### src/rtl/wb_byte_master_pkg.sv
// Shared command/response codes and FSM state type for the byte-stream Wishbone initiator.
package wb_byte_master_pkg;

  localparam logic [7:0] CMD_WR  = 8'h57;
  localparam logic [7:0] CMD_RD  = 8'h52;
  localparam logic [7:0] RSP_OK  = 8'h4B;
  localparam logic [7:0] RSP_ERR = 8'h45;

  typedef enum logic [2:0] {
    S_IDLE,
    S_ADDR,
    S_WDATA,
    S_BUS,
    S_RESP
  } state_e;

  // Index of the final response byte: a successful read returns 'K' plus four data bytes.
  function automatic logic [2:0] rsp_last(input logic is_rd, input logic err);
    return (is_rd && !err) ? 3'd4 : 3'd0;
  endfunction

endpackage

### src/rtl/wb_byte_master.sv
// Framed UART command bytes in, single 32-bit Wishbone read/write cycles out,
// with a status byte (plus read data) returned to the UART transmitter.
module wb_byte_master
  import wb_byte_master_pkg::*;
#(
  parameter int BUS_TIMEOUT = 1024,
  parameter int RX_TIMEOUT  = 5000000
) (
  input  logic        clk,
  input  logic        reset,
  input  logic [7:0]  rx_data,
  input  logic        rx_valid,
  output logic [7:0]  tx_data,
  output logic        tx_wr,
  input  logic        tx_busy,
  output logic [31:0] wb_adr_o,
  output logic [31:0] wb_dat_o,
  input  logic [31:0] wb_dat_i,
  output logic [3:0]  wb_sel_o,
  output logic        wb_we_o,
  output logic        wb_cyc_o,
  output logic        wb_stb_o,
  input  logic        wb_ack_i,
  output logic        busy
);

  localparam int RX_W  = $clog2(RX_TIMEOUT + 1);
  localparam int BUS_W = $clog2(BUS_TIMEOUT + 1);
  localparam logic [RX_W-1:0]  RX_LAST  = RX_W'(RX_TIMEOUT - 1);
  localparam logic [BUS_W-1:0] BUS_LAST = BUS_W'(BUS_TIMEOUT - 1);

  state_e            state_q,    state_d;
  logic              is_wr_q,    is_wr_d;
  logic [1:0]        byte_cnt_q, byte_cnt_d;
  logic [RX_W-1:0]   rx_cnt_q,   rx_cnt_d;
  logic [BUS_W-1:0]  bus_cnt_q,  bus_cnt_d;
  logic [2:0]        rsp_idx_q,  rsp_idx_d;
  logic              err_q,      err_d;
  logic [31:0]       adr_q,      adr_d;
  logic [31:0]       dat_q,      dat_d;
  logic [31:0]       rdata_q,    rdata_d;
  logic              cyc_q,      cyc_d;
  logic              we_q,       we_d;
  logic              tx_wr_q,    tx_wr_d;
  logic [7:0]        tx_data_q,  tx_data_d;

  function automatic logic [7:0] rsp_byte(input logic [2:0] idx, input logic err,
                                          input logic [31:0] rdata);
    logic [7:0] b;
    case (idx)
      3'd0:    b = err ? RSP_ERR : RSP_OK;
      3'd1:    b = rdata[31:24];
      3'd2:    b = rdata[23:16];
      3'd3:    b = rdata[15:8];
      default: b = rdata[7:0];
    endcase
    return b;
  endfunction

  always_comb begin
    state_d    = state_q;
    is_wr_d    = is_wr_q;
    byte_cnt_d = byte_cnt_q;
    rx_cnt_d   = rx_cnt_q;
    bus_cnt_d  = bus_cnt_q;
    rsp_idx_d  = rsp_idx_q;
    err_d      = err_q;
    adr_d      = adr_q;
    dat_d      = dat_q;
    rdata_d    = rdata_q;
    cyc_d      = cyc_q;
    we_d       = we_q;
    tx_wr_d    = 1'b0;
    tx_data_d  = tx_data_q;

    case (state_q)
      S_IDLE: begin
        if (rx_valid && (rx_data == CMD_WR || rx_data == CMD_RD)) begin
          is_wr_d    = (rx_data == CMD_WR);
          byte_cnt_d = 2'd0;
          rx_cnt_d   = '0;
          state_d    = S_ADDR;
        end
      end

      S_ADDR, S_WDATA: begin
        if (rx_valid) begin
          rx_cnt_d   = '0;
          byte_cnt_d = byte_cnt_q + 2'd1;
          if (state_q == S_ADDR) adr_d = {adr_q[23:0], rx_data};
          else                   dat_d = {dat_q[23:0], rx_data};
          if (byte_cnt_q == 2'd3) begin
            if (state_q == S_ADDR && is_wr_q) begin
              state_d = S_WDATA;
            end else begin
              // Last frame byte: launch the bus cycle on this same edge.
              state_d   = S_BUS;
              cyc_d     = 1'b1;
              we_d      = is_wr_q;
              bus_cnt_d = '0;
            end
          end
        end else if (rx_cnt_q == RX_LAST) begin
          state_d = S_IDLE;
        end else begin
          rx_cnt_d = rx_cnt_q + RX_W'(1);
        end
      end

      S_BUS: begin
        // Ack is tested first so it wins over a coincident timeout.
        if (wb_ack_i) begin
          cyc_d     = 1'b0;
          we_d      = 1'b0;
          err_d     = 1'b0;
          rdata_d   = wb_dat_i;
          rsp_idx_d = 3'd0;
          state_d   = S_RESP;
        end else if (bus_cnt_q == BUS_LAST) begin
          cyc_d     = 1'b0;
          we_d      = 1'b0;
          err_d     = 1'b1;
          rsp_idx_d = 3'd0;
          state_d   = S_RESP;
        end else begin
          bus_cnt_d = bus_cnt_q + BUS_W'(1);
        end
      end

      S_RESP: begin
        // The tx_wr_q term leaves a guard cycle for a transmitter whose busy flag lags a cycle.
        if (!tx_busy && !tx_wr_q) begin
          tx_wr_d   = 1'b1;
          tx_data_d = rsp_byte(rsp_idx_q, err_q, rdata_q);
          rsp_idx_d = rsp_idx_q + 3'd1;
          if (rsp_idx_q == rsp_last(!is_wr_q, err_q)) state_d = S_IDLE;
        end
      end

      default: state_d = S_IDLE;
    endcase
  end

  always_ff @(posedge clk) begin
    if (reset) begin
      state_q    <= S_IDLE;
      is_wr_q    <= 1'b0;
      byte_cnt_q <= 2'd0;
      rx_cnt_q   <= '0;
      bus_cnt_q  <= '0;
      rsp_idx_q  <= 3'd0;
      err_q      <= 1'b0;
      adr_q      <= 32'd0;
      dat_q      <= 32'd0;
      rdata_q    <= 32'd0;
      cyc_q      <= 1'b0;
      we_q       <= 1'b0;
      tx_wr_q    <= 1'b0;
      tx_data_q  <= 8'd0;
    end else begin
      state_q    <= state_d;
      is_wr_q    <= is_wr_d;
      byte_cnt_q <= byte_cnt_d;
      rx_cnt_q   <= rx_cnt_d;
      bus_cnt_q  <= bus_cnt_d;
      rsp_idx_q  <= rsp_idx_d;
      err_q      <= err_d;
      adr_q      <= adr_d;
      dat_q      <= dat_d;
      rdata_q    <= rdata_d;
      cyc_q      <= cyc_d;
      we_q       <= we_d;
      tx_wr_q    <= tx_wr_d;
      tx_data_q  <= tx_data_d;
    end
  end

  assign wb_adr_o = adr_q & 32'hFFFF_FFFC;
  assign wb_dat_o = dat_q;
  assign wb_sel_o = 4'hF;
  assign wb_we_o  = we_q;
  assign wb_cyc_o = cyc_q;
  assign wb_stb_o = cyc_q;
  assign tx_wr    = tx_wr_q;
  assign tx_data  = tx_data_q;
  assign busy     = (state_q != S_IDLE);

endmodule

### config.mk
export PLATFORM = sky130hd
export DESIGN_NAME = wb_byte_master
export DESIGN_NICKNAME = d
export VERILOG_FILES = /design/src/rtl/wb_byte_master_pkg.sv /design/src/rtl/wb_byte_master.sv
export SDC_FILE = /design/constraint.sdc
export NUM_CORES = 1
export LEC_CHECK = 0
export CAP_MARGIN = 20
export CELL_PAD_IN_SITES_DETAIL_PLACEMENT = 0
export CELL_PAD_IN_SITES_GLOBAL_PLACEMENT = 1
export CORE_ASPECT_RATIO = 0.7
export CORE_MARGIN = 4
export CORE_UTILIZATION = 38
export CTS_CLUSTER_SIZE = 10
export DETAILED_ROUTE_END_ITERATION = 6
export PLACE_DENSITY = 0.77
export SYNTH_ARGS = -nofsm -noshare
export SYNTH_HDL_FRONTEND = slang
export SYNTH_SLANG_ARGS = --single-unit
### constraint.sdc
create_clock -name clk -period 2.8 [get_ports clk]
set_clock_uncertainty 0.2 [all_clocks]
set_input_delay 0.28 -clock clk [delete_from_list [all_inputs] [get_ports clk]]
set_output_delay 0.28 -clock clk [all_outputs]
set_load 0.02 [all_outputs]
==> impl_metrics.toml <==
[global_route]
grt.total_usage = 0.1764
grt_start_max_net_pins = 77
antenna_found_initial = 0
grt-ovfl-total = 0
grt_pass1_vias = 5493
grt_pass1_wl_mm = 28.88

[worst_setup_path]
cp-end-kind = "output port"
r2r-start = "state_q[1]"
reg2reg_slack_ps = 360
r2r_cells = 5
start_kind = "flip-flop"
arrival_ps = 2080
path_class = "reg -> out"
worstPathRequired_ps = 2320
crit_path_max_fanout = 8
rr_endpoint = "bus_cnt_q[7]"

[sta]
post-route-period-util = 0.9137
final_max_slew_viol_count = 0
hold_viol_final = 0
holdWs_ps = 174.9
maxSlewHeadroom = 0.5922
final.setup.tns_ps = 0
finalWorstSetupSlack_ps = 241.7
worst_pin_slew_ps = 611.7
min_period_ps = 2558
rsz0062_at_grt = "false"
setup_viol = 0
max_clock_freq_ghz = 0.3909

[hold_path]
hold_path.class = "in -> reg"
whs_endpoint = "wb_dat_o[25]"
worstHoldStart = "reset"
min_path_cells = 2

[die]
dieArea_um2 = 19920
die_w_um = 167.0
io_pins = 126
start_util = 0.3893
rows = 40
core-area_um2 = 17270
die_h_um = 119.3

[finish]
layout_commonest_cell = "nand2_1"
fin_util = 0.4996
layout.nets = 999
antenna_cells = 0
area_delta_synth_final_pct = 28.31
final_layout_size_suffix_gt1_frac = 0.08863
final_cell_mix = "nand2_1, dfxtp_1, a21oi_1, clkdlybuf4s50_1, nor2_1"

[placement]
dp_slack_ps = 62.92
place.gp.congestion = 0.8228
dp_hpwl_mm = 12.60
io_buffers = 119

[clocking]
hold_buffers = 0
cts_resized = 0
clkLatencyLatePin_ps = 420
clkSlewWorstSetupHoldPaths_ps = 60
numCtsBuffers = 17
cts_sinks = 151
cts.path.max_buffers = 2
cts-root-buf = "clkbuf_16"
htreeDepth = 4
tritoncts = "done"
cts_setup_buffers = 0

[detailed_routing]
vias_per_cell = 5.223
ant_nets = 0
wl_per_cell_um = 15.12
vias = 6215
dr.first_iter.drc_count = 560
firstDrtPassIters = 5
route.final.wire_length_mm = 17.99
drc = 0

[synth]
synth_top_area_frac = 0.4497
yosys.area.top_type = "dfxtp_1"
synth_ff_type = "dfxtp_1"
yosysSeqAreaShare = 0.4497
synthArstFlopShare = 0
synth_area_leaders = "dfxtp_1, nand2_1, a21oi_1"
ys_types = 59
synth_edf_count = 0
syn_avg_cell_area_um2 = 7.844
synthCells = 857
synth-seq-cells = 151
yosysWarnings = 0
syn_area_um2 = 6723

[power_and_ir_drop]
worst_ir_drop_vdd_mv = 0.4322
p_leak_nw = 2.861
p_per_area_nw_per_um2 = 626.5
total_power_w = 0.005404

[status]
outcome = "complete, no violations"

[flow_run]
drv_cap = 0
==> worst max path at each step <==
stage / start / cells past startpoint / to / slack [ps]
finish: state_q[0] / 4 / busy / 240
global placement: rx_data[4] / 6 / rx_cnt_q[20] / 110
detailed placement: rx_data[4] / 6 / rx_cnt_q[22] / 60
CTS: state_q[0] / 4 / busy / 230
floorplan: bus_cnt_q[0] / 6 / rsp_idx_q[1] / 610
global route: state_q[0] / 4 / busy / 120
==> registers in the layout, indices dropped and copies added, names as in the netlist, 2 cells and up <==
| signal | count |
|---|---|
| adr_q | 32 |
| wb_dat_o | 32 |
| rsp_idx_q | 3 |
| state_q | 3 |
| tx_data | 8 |
| bus_cnt_q | 11 |
| rx_cnt_q | 23 |
| rdata_q | 32 |
| byte_cnt_q | 2 |
==> per-stage QoR <==
stage | cell area (µm²) | instances
after global placement | 8025 | 1158
after CTS | 8626 | 1190
after detailed placement | 8025 | 1158
after floorplan | 6738 | 861
final | 8626 | 1190
after global routing | 8626 | 1190
==> metal layers <==
metal  global-route usage  wire [µm]
met1               0.2781       9605
met2               0.2391       7129
met3              0.04114       1116
met4              0.03986        139
met5                    0          0
==> synthesized netlist by cell type, types with 2 or more instances <==
cell type,instances
a211oi_1,7
a21oi_1,133
a221oi_1,2
a222oi_1,3
a22o_1,2
a22oi_1,4
a311oi_1,16
a31o_2,2
a31oi_1,8
a41oi_1,4
and2_1,4
and3_1,4
and3b_1,2
and4_1,5
buf_2,3
buf_4,37
clkbuf_1,49
conb_1,2
dfxtp_1,151
ha_1,8
inv_1,8
mux2_2,2
mux2i_1,5
nand2_1,225
nand2b_1,5
nand3_1,15
nand3b_1,3
nand4_1,12
nand4b_1,2
nor2_1,43
nor2_2,2
nor2b_1,2
nor3_1,13
nor4_1,3
nor4b_1,4
o211ai_1,2
o21a_1,2
o21ai_0,22
o311a_1,3
o31a_1,2
o31ai_1,8
or3_1,7
or4_1,5
==> final cells by class <==
cell class / instances / area [µm²]
well taps: 231 / 289.0
inverters: 9 / 33.78
repair buffers: 156 / 1479
multi-input cells: 611 / 3201
clock inverters: 14 / 161.4
flip-flops and latches: 151 / 3023
clock buffers: 18 / 439.2
fillers: 1703 / 8641
==> power breakdown <==
group,switching (W),internal (W),total [W]
registers,0.0000415,0.00218,0.00223
logic,0.000526,0.000321,0.000848
clock network,0.000969,0.00136,0.00233
==> worst max-delay path, stage by stage, from the launching register on <==
cell,delay (ps)
dfxtp_1,380
buf_4,190
nor2_1,330
nand2_1,170
clkdlybuf4s50_1,590
==> kinds of logic (layout without fill, tap and decap cells) <==
family | count (synthesis) | after routing | synth area share
compound gates | 225 | 225 | 0.2008
xor+xnor | 2 | 2 | 0.002606
fa+ha+maj | 8 | 8 | 0.01489
buf+inv | 99 | 197 | 0.07761
flops | 151 | 151 | 0.4497
mux | 7 | 7 | 0.01079
other cells | 2 | 6 | 0.001117
simple gates | 363 | 363 | 0.2425
Power figures use the tool's default switching activity.
